===== src/rtl/regwb_arbiter_if.sv =====
// regwb_arbiter_if: producer handshakes, register-file write port and
// decode hazard lookup shared by the write-back scheduler and its users.
interface regwb_arbiter_if #(
    parameter int DW = 32
);
    logic          alu_valid;
    logic [3:0]    alu_addr;
    logic [DW-1:0] alu_data;
    logic          alu_ready;
    logic          mem_valid;
    logic [3:0]    mem_addr;
    logic [DW-1:0] mem_data;
    logic          mem_ready;
    logic          we;
    logic [3:0]    wa;
    logic [DW-1:0] wd;
    logic [3:0]    rd_addr1;
    logic [3:0]    rd_addr2;
    logic          hazard;
    logic          busy;

    modport master (
        output alu_valid, alu_addr, alu_data,
        output mem_valid, mem_addr, mem_data,
        output rd_addr1, rd_addr2,
        input  alu_ready, mem_ready,
        input  we, wa, wd, hazard, busy
    );

    modport slave (
        input  alu_valid, alu_addr, alu_data,
        input  mem_valid, mem_addr, mem_data,
        input  rd_addr1, rd_addr2,
        output alu_ready, mem_ready,
        output we, wa, wd, hazard, busy
    );
endinterface


===== src/rtl/regwb_arbiter.sv =====
// regwb_arbiter: two-source write-back scheduler for the register file port.
// Entries drain oldest-first by sequence stamp through a registered stage.
module regwb_arbiter #(
    parameter int DW     = 32,
    parameter int QDEPTH = 2
) (
    input logic            clk,
    input logic            reset,
    regwb_arbiter_if.slave bus
);
    localparam int IW = (QDEPTH > 1) ? $clog2(QDEPTH) : 1;
    localparam int PW = IW + 1;
    localparam int SW = (QDEPTH <= 2) ? 3 : $clog2(4 * QDEPTH);
    localparam logic [PW-1:0] FULL = PW'(QDEPTH);
    localparam logic [IW-1:0] IMSK = IW'(QDEPTH - 1);
    localparam logic [SW-1:0] HALF = SW'(1 << (SW - 1));

    logic [3:0]    addr_q [2][QDEPTH];
    logic [DW-1:0] data_q [2][QDEPTH];
    logic [SW-1:0] stmp_q [2][QDEPTH];
    logic [PW-1:0] wr_q [2];
    logic [PW-1:0] rd_q [2];
    logic [SW-1:0] seq_q, seq_d;
    logic          we_q, we_d;
    logic [3:0]    wa_q, wa_d;
    logic [DW-1:0] wd_q, wd_d;

    logic [PW-1:0] cnt [2];
    logic [1:0]    rdy, push, pop, head_v;
    logic [3:0]    in_addr [2];
    logic [DW-1:0] in_data [2];
    logic [SW-1:0] in_stmp [2];
    logic [SW-1:0] head_stmp [2];
    logic          haz;

    function automatic logic [IW-1:0] ix(input logic [PW-1:0] p);
        return p[IW-1:0] & IMSK;
    endfunction

    // Modular age test; valid while at most half the stamp space is in flight.
    function automatic logic older(input logic [SW-1:0] a,
                                   input logic [SW-1:0] b);
        logic [SW-1:0] d;
        d = b - a;
        return (d != '0) && (d <= HALF);
    endfunction

    always_comb begin
        in_addr[0] = bus.alu_addr;
        in_data[0] = bus.alu_data;
        in_addr[1] = bus.mem_addr;
        in_data[1] = bus.mem_data;
        for (int s = 0; s < 2; s++) begin
            cnt[s]       = wr_q[s] - rd_q[s];
            rdy[s]       = (cnt[s] != FULL);
            head_v[s]    = (cnt[s] != '0);
            head_stmp[s] = stmp_q[s][ix(rd_q[s])];
        end
        push[0]    = bus.alu_valid & rdy[0];
        push[1]    = bus.mem_valid & rdy[1];
        in_stmp[0] = seq_q;
        in_stmp[1] = seq_q + SW'(push[0]);
        seq_d      = seq_q + SW'(push[0]) + SW'(push[1]);
        pop[0] = head_v[0] &
                 (~head_v[1] | older(head_stmp[0], head_stmp[1]));
        pop[1] = head_v[1] & ~pop[0];
        we_d = |head_v;
        wa_d = wa_q;
        wd_d = wd_q;
        if (pop[0]) begin
            wa_d = addr_q[0][ix(rd_q[0])];
            wd_d = data_q[0][ix(rd_q[0])];
        end else if (pop[1]) begin
            wa_d = addr_q[1][ix(rd_q[1])];
            wd_d = data_q[1][ix(rd_q[1])];
        end
    end

    always_comb begin
        haz = we_q & ((wa_q == bus.rd_addr1) | (wa_q == bus.rd_addr2));
        for (int s = 0; s < 2; s++) begin
            for (int j = 0; j < QDEPTH; j++) begin
                if ((PW'(j) < cnt[s]) &&
                    ((addr_q[s][ix(rd_q[s] + PW'(j))] == bus.rd_addr1) ||
                     (addr_q[s][ix(rd_q[s] + PW'(j))] == bus.rd_addr2)))
                    haz = 1'b1;
            end
        end
    end

    always_ff @(posedge clk) begin
        if (reset) begin
            for (int s = 0; s < 2; s++) begin
                wr_q[s] <= '0;
                rd_q[s] <= '0;
            end
            seq_q <= '0;
            we_q  <= 1'b0;
            wa_q  <= '0;
            wd_q  <= '0;
        end else begin
            for (int s = 0; s < 2; s++) begin
                if (push[s]) begin
                    addr_q[s][ix(wr_q[s])] <= in_addr[s];
                    data_q[s][ix(wr_q[s])] <= in_data[s];
                    stmp_q[s][ix(wr_q[s])] <= in_stmp[s];
                    wr_q[s] <= wr_q[s] + PW'(1);
                end
                if (pop[s])
                    rd_q[s] <= rd_q[s] + PW'(1);
            end
            seq_q <= seq_d;
            we_q  <= we_d;
            wa_q  <= wa_d;
            wd_q  <= wd_d;
        end
    end

    assign bus.alu_ready = rdy[0];
    assign bus.mem_ready = rdy[1];
    assign bus.we        = we_q;
    assign bus.wa        = wa_q;
    assign bus.wd        = wd_q;
    assign bus.hazard    = haz;
    assign bus.busy      = we_q | (|head_v);
endmodule


===== src/flat_wrapper.sv =====
// flat-port wrapper written by rule: the top's interface ports become plain ports
module regwb_arbiter_flat 
#(
    parameter int DW     = 32,
    parameter int QDEPTH = 2
)
  (clk, reset, bus_alu_valid, bus_alu_addr, bus_alu_data, bus_mem_valid, bus_mem_addr, bus_mem_data, bus_rd_addr1, bus_rd_addr2, bus_alu_ready, bus_mem_ready, bus_we, bus_wa, bus_wd, bus_hazard, bus_busy);
  regwb_arbiter_if #(.DW(DW)) bus_i ();
  input logic clk;
  input logic reset;
  input wire logic [$bits(bus_i.alu_valid)-1:0] bus_alu_valid;
  input wire logic [$bits(bus_i.alu_addr)-1:0] bus_alu_addr;
  input wire logic [$bits(bus_i.alu_data)-1:0] bus_alu_data;
  input wire logic [$bits(bus_i.mem_valid)-1:0] bus_mem_valid;
  input wire logic [$bits(bus_i.mem_addr)-1:0] bus_mem_addr;
  input wire logic [$bits(bus_i.mem_data)-1:0] bus_mem_data;
  input wire logic [$bits(bus_i.rd_addr1)-1:0] bus_rd_addr1;
  input wire logic [$bits(bus_i.rd_addr2)-1:0] bus_rd_addr2;
  output wire logic [$bits(bus_i.alu_ready)-1:0] bus_alu_ready;
  output wire logic [$bits(bus_i.mem_ready)-1:0] bus_mem_ready;
  output wire logic [$bits(bus_i.we)-1:0] bus_we;
  output wire logic [$bits(bus_i.wa)-1:0] bus_wa;
  output wire logic [$bits(bus_i.wd)-1:0] bus_wd;
  output wire logic [$bits(bus_i.hazard)-1:0] bus_hazard;
  output wire logic [$bits(bus_i.busy)-1:0] bus_busy;
  assign bus_i.alu_valid = bus_alu_valid;
  assign bus_i.alu_addr = bus_alu_addr;
  assign bus_i.alu_data = bus_alu_data;
  assign bus_i.mem_valid = bus_mem_valid;
  assign bus_i.mem_addr = bus_mem_addr;
  assign bus_i.mem_data = bus_mem_data;
  assign bus_i.rd_addr1 = bus_rd_addr1;
  assign bus_i.rd_addr2 = bus_rd_addr2;
  assign bus_alu_ready = bus_i.alu_ready;
  assign bus_mem_ready = bus_i.mem_ready;
  assign bus_we = bus_i.we;
  assign bus_wa = bus_i.wa;
  assign bus_wd = bus_i.wd;
  assign bus_hazard = bus_i.hazard;
  assign bus_busy = bus_i.busy;
  regwb_arbiter #(.DW(DW), .QDEPTH(QDEPTH)) u_core (.clk(clk), .reset(reset), .bus(bus_i));
endmodule

===== config.mk =====
export PLATFORM = sky130hd
export DESIGN_NAME = regwb_arbiter_flat
export DESIGN_NICKNAME = d
export VERILOG_FILES = /design/src/rtl/regwb_arbiter_if.sv /design/src/rtl/regwb_arbiter.sv /design/src/flat_wrapper.sv
export SDC_FILE = /design/constraint.sdc
export NUM_CORES = 1
export LEC_CHECK = 0
export ABC_AREA = 1
export ABC_CLOCK_PERIOD_IN_PS = 3950
export CORE_MARGIN = 5
export CORE_UTILIZATION = 40
export CTS_CLUSTER_DIAMETER = 200
export CTS_CLUSTER_SIZE = 20
export DETAILED_ROUTE_END_ITERATION = 10
export PLACE_DENSITY_LB_ADDON = 0.12
export SLEW_MARGIN = 20
export SYNTH_ARGS = -nofsm -noshare
export SYNTH_HDL_FRONTEND = slang
export SYNTH_SLANG_ARGS = --single-unit

===== constraint.sdc =====
create_clock -name clk -period 3.95 [get_ports clk]
set_input_delay 1.185 -clock clk [delete_from_list [all_inputs] [get_ports clk]]
set_output_delay 1.185 -clock clk [all_outputs]
set_load 0.02 [all_outputs]

==> flow_metrics.tcl, run 1 <==
set metrics [dict create \
    start_util_pct 40.68 \
    critical-path-top-delay-family "buffers and inverters" \
    ys_ff_latch 204 \
    crit_path_cell_trace "dlygate4sd2_1 -> inv_1 -> nand2_1 -> nand2_1 -> a21oi_1 -> nand2_1 -> a21boi_1 -> nor2_1 -> nand2_1 -> clkdlybuf4s15_2" \
    cp_slowest_stage_delay_ns 0.33 \
    place_area_mm2 0.01055 \
    power_density_mw_per_mm2 802.4 \
    synthXorXnorAreaFrac_pct 1.756 \
    dr.first_iter.drc_count 361 \
    n_antenna_cell 0 \
    routedWlPerCell_um 16.92 \
    grt_usage_pct 16.25 \
    max-cap-violations 0 \
    ir_worst_vdd_mv 0.7171 \
    layout_common_cells "nand2_1, edfxtp_1, clkdlybuf4s50_1" \
    synthCells 830 \
    synth-compound-area-share_pct 1.883 \
    critical_path_buf_inv_count 3 \
    clk-insertion-delay-late_ns 0.48 \
    ys_seq_area_share_pct 64.29 \
    dieWidth_um 159.2 \
    gp_congestion 0.8969 \
    grt_pass1_vias 6048 \
    cts_root_buf "clkbuf_16" \
    fmax_mhz 268.2 \
    layout_commonest_cell "nand2_1" \
    htreeDepth 1 \
    power_uw 8828 \
    syn-num-nets 922 \
    final_nets 1054 \
    core-area_mm2 0.02189 \
    fin_util_pct 50.26 \
    hp-class "flip-flop to flip-flop" \
    cts_tree "yes" \
    slew-limit-headroom_pct 45.84 \
    rsz0062_at_grt "false" \
    maxSlewViolCount 0 \
    syn_area_mm2 0.008906 \
    post-route-min-period_ns 3.729 \
    pin_count 125 \
    ys_types 27 \
    min_period_over_period_pct 94.40 \
    syn_to_final_growth_pct 23.53 \
    dr.pass1.iters 5 \
    crit_top_cell "nand2_1" \
    fin_setup_tns_ns 0 \
    p_leak_uw 0.004516 \
    critPathLaunchType "primary input" \
    hpwl_mm 13.75 \
    grt_pass1_wl_mm 33.18 \
    holdBufCountCts 0 \
    synthSimpleGateAreaFrac_pct 19.98 \
    dieArea_mm2 0.02535 \
    drive_gt1_share_pct 6.095 \
    routed_wl_mm 21.12 \
    cts_made_buffers 14 \
    clk_pin_slew_worst_paths_ns 0.06 \
    grt_overflow 0 \
    worst_setup_path_end_kind "primary output" \
    num_vias 6139 \
    status "finished clean" \
    setup_viol 0 \
    whs_ns 0.4545 \
    synthAdderAreaFrac_pct 1.124 \
    grt_start_max_net_pins 42 \
    cpMaxStageDelayCell "dlygate4sd2_1" \
    rows 54 \
    crit_arrival_ns 2.54 \
    cp_data_required_time_ns 2.76 \
    die_y_um 159.2 \
    path_class "primary input to primary output" \
    fin_worst_skew_ns 0.02048 \
    clock_path_buffers 3 \
    final_area_mm2 0.01100 \
    crit_fanout 5 \
    synthMuxAreaShare_pct 6.968 \
    synth_top_family_by_area "simple AND/OR/NAND/NOR gates" \
    avgSynthCellArea_um2 10.73 \
    io_buffers 124 \
    ys_warn_count 0 \
    routed_via_density 4.919 \
    hold_viol 0 \
    antenna_found_initial 0 \
    worstMarginPinSlew_ns 0.8095 \
    drc 0 \
    ant_nets 0 \
    cts.sinks 204 \
]
[state kept, by name, indices dropped and copies added, names as in the netlist]
signal / flops
u_core.data_q: 128
u_core.addr_q: 16
u_core.bus.wa: 4
u_core.seq_q: 3
u_core.bus.wd: 32
u_core.bus.we: 1
u_core.wr_q: 4
u_core.stmp_q: 12
u_core.rd_q: 4
[area by class of cell]
class / count / area [µm²]
inverter: 44 / 167.7
fill: 2036 / 10890
multi-input combinational: 546 / 2859
timing repair buffer: 152 / 1485
tap: 280 / 350.3
clock buffer: 21 / 397.9
sequential: 204 / 5725
clock inverter: 1 / 16.27
[worst paths after layout]
| check | start | to | slack, ns | cells past startpoint |
|---|---|---|---|---|
| setup reg to reg | u_core.rd_q[0][0]$_SDFFCE_PN0P_ | u_core.rd_q[0][2]$_SDFFCE_PN0P_ | 0.95 | 13 |
| hold / removal | u_core.bus.wd[23]$_SDFFE_PP0P_ | u_core.bus.wd[23]$_SDFFE_PP0P_ | 0.45 | 2 |
| hold reg to reg | u_core.bus.wd[23]$_SDFFE_PP0P_ | u_core.bus.wd[23]$_SDFFE_PP0P_ | 0.45 | 2 |
| setup / recovery | bus_rd_addr1[1] | bus_hazard | 0.22 | 10 |
[Yosys cell counts, drive strengths merged]
| library cell | count | area [µm²] |
|---|---|---|
| xnor2 | 12 | 112.6 |
| xor2 | 5 | 43.79 |
| nor2 | 36 | 175.2 |
| clkbuf | 5 | 18.77 |
| ha | 8 | 100.1 |
| nand4 | 1 | 6.260 |
| o21ai | 24 | 120.1 |
| or2 | 2 | 12.52 |
| buf | 31 | 170.2 |
| mux2i | 62 | 620.6 |
| nand3 | 87 | 452.9 |
| nand3b | 1 | 7.510 |
| nand2 | 299 | 1125 |
| a21oi | 8 | 40.04 |
| inv | 44 | 167.7 |
| a21boi | 1 | 7.510 |
| dfxtp | 40 | 800.8 |
| edfxtp | 164 | 4925 |
[logic make-up (layout without fill, tap and decap cells)]
| logic type | count (synthesis) | after routing |
|---|---|---|
| AOI/OAI and AO/OA | 33 | 33 |
| adders and majority gates | 8 | 8 |
| buffers and inverters | 80 | 218 |
| and+or+nand+nor | 426 | 426 |
| xor gates and xnor gates | 17 | 17 |
| DFF | 204 | 204 |
| muxes | 62 | 62 |
[per-stage QoR]
stage               worst slack, ns  instances
floorplan                    0.2743        830
global placement            -0.3988       1222
detailed placement          -0.4051       1222
CTS                         0.03830       1248
global route               0.007898       1248
finish                       0.2211       1248
[worst min-delay path: cells and delay by family, from the launching register on]
| kind | cells | cell delay (ns) |
|---|---|---|
| AND/OR/NAND/NOR | 2 | 0.10 |
| flip-flops | 1 | 0.31 |
[power by group]
part / switching, µW / internal (µW) / total [µW]
combinational: 2800 / 1510 / 4310
clock: 698 / 710 / 1410
sequential: 216 / 2900 / 3110
total: 3710 / 5110 / 8830
[per-layer routing]
layer  track usage [%]  share of wire, %  wire, µm  vias up
met5                 0                 0         0        -
met4             3.994               2.0       422        0
met3             2.848               5.2      1088       32
met2             27.72                48     10190      157
met1             21.64                45      9418     2889
li1                  -                 -         -     3061
[timing repair]
action / in CTS / in global routing
buffers inserted: 4 / 0
setup endpoints to repair: 2 / 1
resized for setup: 7 / 5
Power figures use the tool's default switching activity.
==> inputs of run 2 (changes only) <==
--- a/config.mk
+++ b/config.mk
@@ -9,7 +9,6 @@
 export ABC_CLOCK_PERIOD_IN_PS = 3950
 export CORE_MARGIN = 5
 export CORE_UTILIZATION = 40
-export CTS_CLUSTER_DIAMETER = 200
 export CTS_CLUSTER_SIZE = 20
 export DETAILED_ROUTE_END_ITERATION = 10
 export PLACE_DENSITY_LB_ADDON = 0.12
==> run 2 against run 1 <==
  * Hold slack worse by 0.0052 ns
  * Global-route usage increased by 0.086 points
  * Highest routed layer unchanged
  * Worst setup slack worse by 0.068 ns
  * Final area is 2.4% higher
  * Clock power is 36% higher
==> flow_metrics.tcl, run 2 (synthesis results as in run 1) <==
set metrics [dict create \
    power_density_mw_per_mm2 828.8 \
    hold_viol 0 \
    htreeDepth 1 \
    grt_start_max_net_pins 42 \
    critPathLaunchType "flip-flop" \
    grt_pass1_wl_mm 33.40 \
    routed_via_density 4.870 \
    ant_nets 0 \
    hp-class "flip-flop to flip-flop" \
    min-delay-start "u_core.bus.wd[14]$_SDFFE_PP0P_" \
    clock_path_buffers 3 \
    cpMaxStageDelayCell "edfxtp_1" \
    ir_worst_vdd_mv 0.7348 \
    start_util_pct 40.68 \
    dr.pass1.iters 4 \
    cts_tree "yes" \
    grt_overflow 0 \
    min_period_over_period_pct 96.13 \
    largest_reg_flops 128 \
    cts.sinks 204 \
    worst_setup_path_end_kind "primary output" \
    clk-insertion-delay-late_ns 0.49 \
    clk_pin_slew_worst_paths_ns 0.06 \
    crit_cells 8 \
    max-cap-violations 0 \
    dieWidth_um 159.2 \
    grt_pass1_vias 6100 \
    die_y_um 159.2 \
    maxSlewViolCount 0 \
    drive_gt1_share_pct 7.208 \
    fmax_mhz 263.4 \
    post-route-min-period_ns 3.797 \
    critical-path-top-delay-family "simple AND/OR/NAND/NOR gates" \
    syn_to_final_growth_pct 26.48 \
    r2r_cells 13 \
    dr.first_iter.drc_count 311 \
    r2r-start "u_core.rd_q[0][0]$_SDFFCE_PN0P_" \
    setup_viol 0 \
    num_vias 6161 \
    critical_path_buf_inv_count 3 \
    whs_endpoint "u_core.bus.wd[14]$_SDFFE_PP0P_" \
    grt_usage_pct 16.33 \
    final_nets 1061 \
    r2r_slack_ns 0.96 \
    worstMarginPinSlew_ns 0.8173 \
    fin_worst_skew_ns 0.01324 \
    worstHoldPathCells 2 \
    slew-limit-headroom_pct 45.32 \
    path_class "flip-flop to primary output" \
    whs_ns 0.4493 \
    layout_common_cells "nand2_1, edfxtp_1, clkdlybuf4s50_1" \
    hpwl_mm 13.75 \
    core-area_mm2 0.02189 \
    io_buffers 124 \
    crit_fanout 10 \
    routed_wl_mm 21.28 \
    dieArea_mm2 0.02535 \
    cp_slowest_stage_delay_ns 0.49 \
    layout_commonest_cell "nand2_1" \
    pin_count 125 \
    r2r-end "u_core.rd_q[0][3]$_SDFFCE_PN0P_" \
    cts_made_buffers 22 \
    rows 54 \
    routedWlPerCell_um 16.82 \
    crit_arrival_ns 2.61 \
    status "finished clean" \
    cts_root_buf "clkbuf_16" \
    n_antenna_cell 0 \
    drc 0 \
    rsz0062_at_grt "false" \
    crit_path_cell_trace "inv_1 -> ha_1 -> nand3b_1 -> nand3_2 -> nor2_8 -> inv_4 -> or2_2 -> dlygate4sd2_1" \
    p_leak_uw 0.004641 \
    antenna_found_initial 0 \
    cp_data_required_time_ns 2.76 \
    power_uw 9336 \
    gp_congestion 0.8969 \
]
-- run 2: cell count changes in the layout (fill, tap and decap cells not counted), sizes merged --
cell | before | now
buf | 28 | 27
clkbuf | 21 | 38
clkinv | 0 | 1
clkinvlp | 0 | 1
inv | 45 | 44
-- run 2: repair_timing --
action / CTS / global route
setup endpoints to repair: 2 / 1
setup buffers: 3 / 0
gates resized for setup: 7 / 5
hold buffers: 0 / 0
-- run 2: area by class of cell --
cell class | count | area (µm²)
fill | 2008 | 10630
sequential | 204 | 5725
inverter | 44 | 167.7
clock buffer | 38 | 671.9
tap | 280 | 350.3
multi-input combinational | 546 | 2859
clock inverter | 2 | 12.51
timing repair buffer | 151 | 1478
-- run 2: worst max path at each step --
stage,startpoint,slack [ns],endpoint
5_1_grt,bus_rd_addr2[1],0.008,bus_hazard
3_3_place_gp,bus_rd_addr1[1],-0.40,bus_hazard
2_1_floorplan,reset,0.27,u_core.addr_q[0][0]$_DFFE_PP_
4_1_cts,bus_rd_addr1[0],0.04,bus_hazard
6_report,u_core.wr_q[0][2]$_SDFFCE_PN0P_,0.15,bus_busy
3_5_place_dp,bus_rd_addr1[1],-0.41,bus_hazard
-- run 2: metrics by stage --
step	instance area [µm²]	util [%]	std cells	setup slack, ns	TNS, ns
global placement	10550	48.19	1222	-0.3988	-0.3988
finish	11260	51.46	1265	0.1529	0
floorplan	8906	-	830	0.2743	0
detailed placement	10550	48.19	1222	-0.4051	-0.4051
CTS	11250	51.40	1265	0.03830	0
global route	11260	51.46	1265	0.007898	0
-- run 2: worst min-delay path: cells and delay by family, from the launching register on --
kind | cells | cell delay [ns]
and+or+nand+nor | 2 | 0.10
DFF | 1 | 0.31
-- run 2: power by group --
group / leakage (µW) / total [µW] / internal (µW) / switching [µW]
logic: 0.00246 / 4290 / 1500 / 2790
registers: 0.00185 / 3120 / 2900 / 222
clock network: 0.000329 / 1920 / 1150 / 771
total: 0.00464 / 9340 / 5550 / 3780
-- run 2: metal layers --
layer  vias up  wire length, µm  GRT usage [%]
met4         0              290          3.722
met1      2891             9431          21.65
met3        25             1206          3.313
met5         -                0              0
met2       156            10350          27.80
li1       3089                -              -
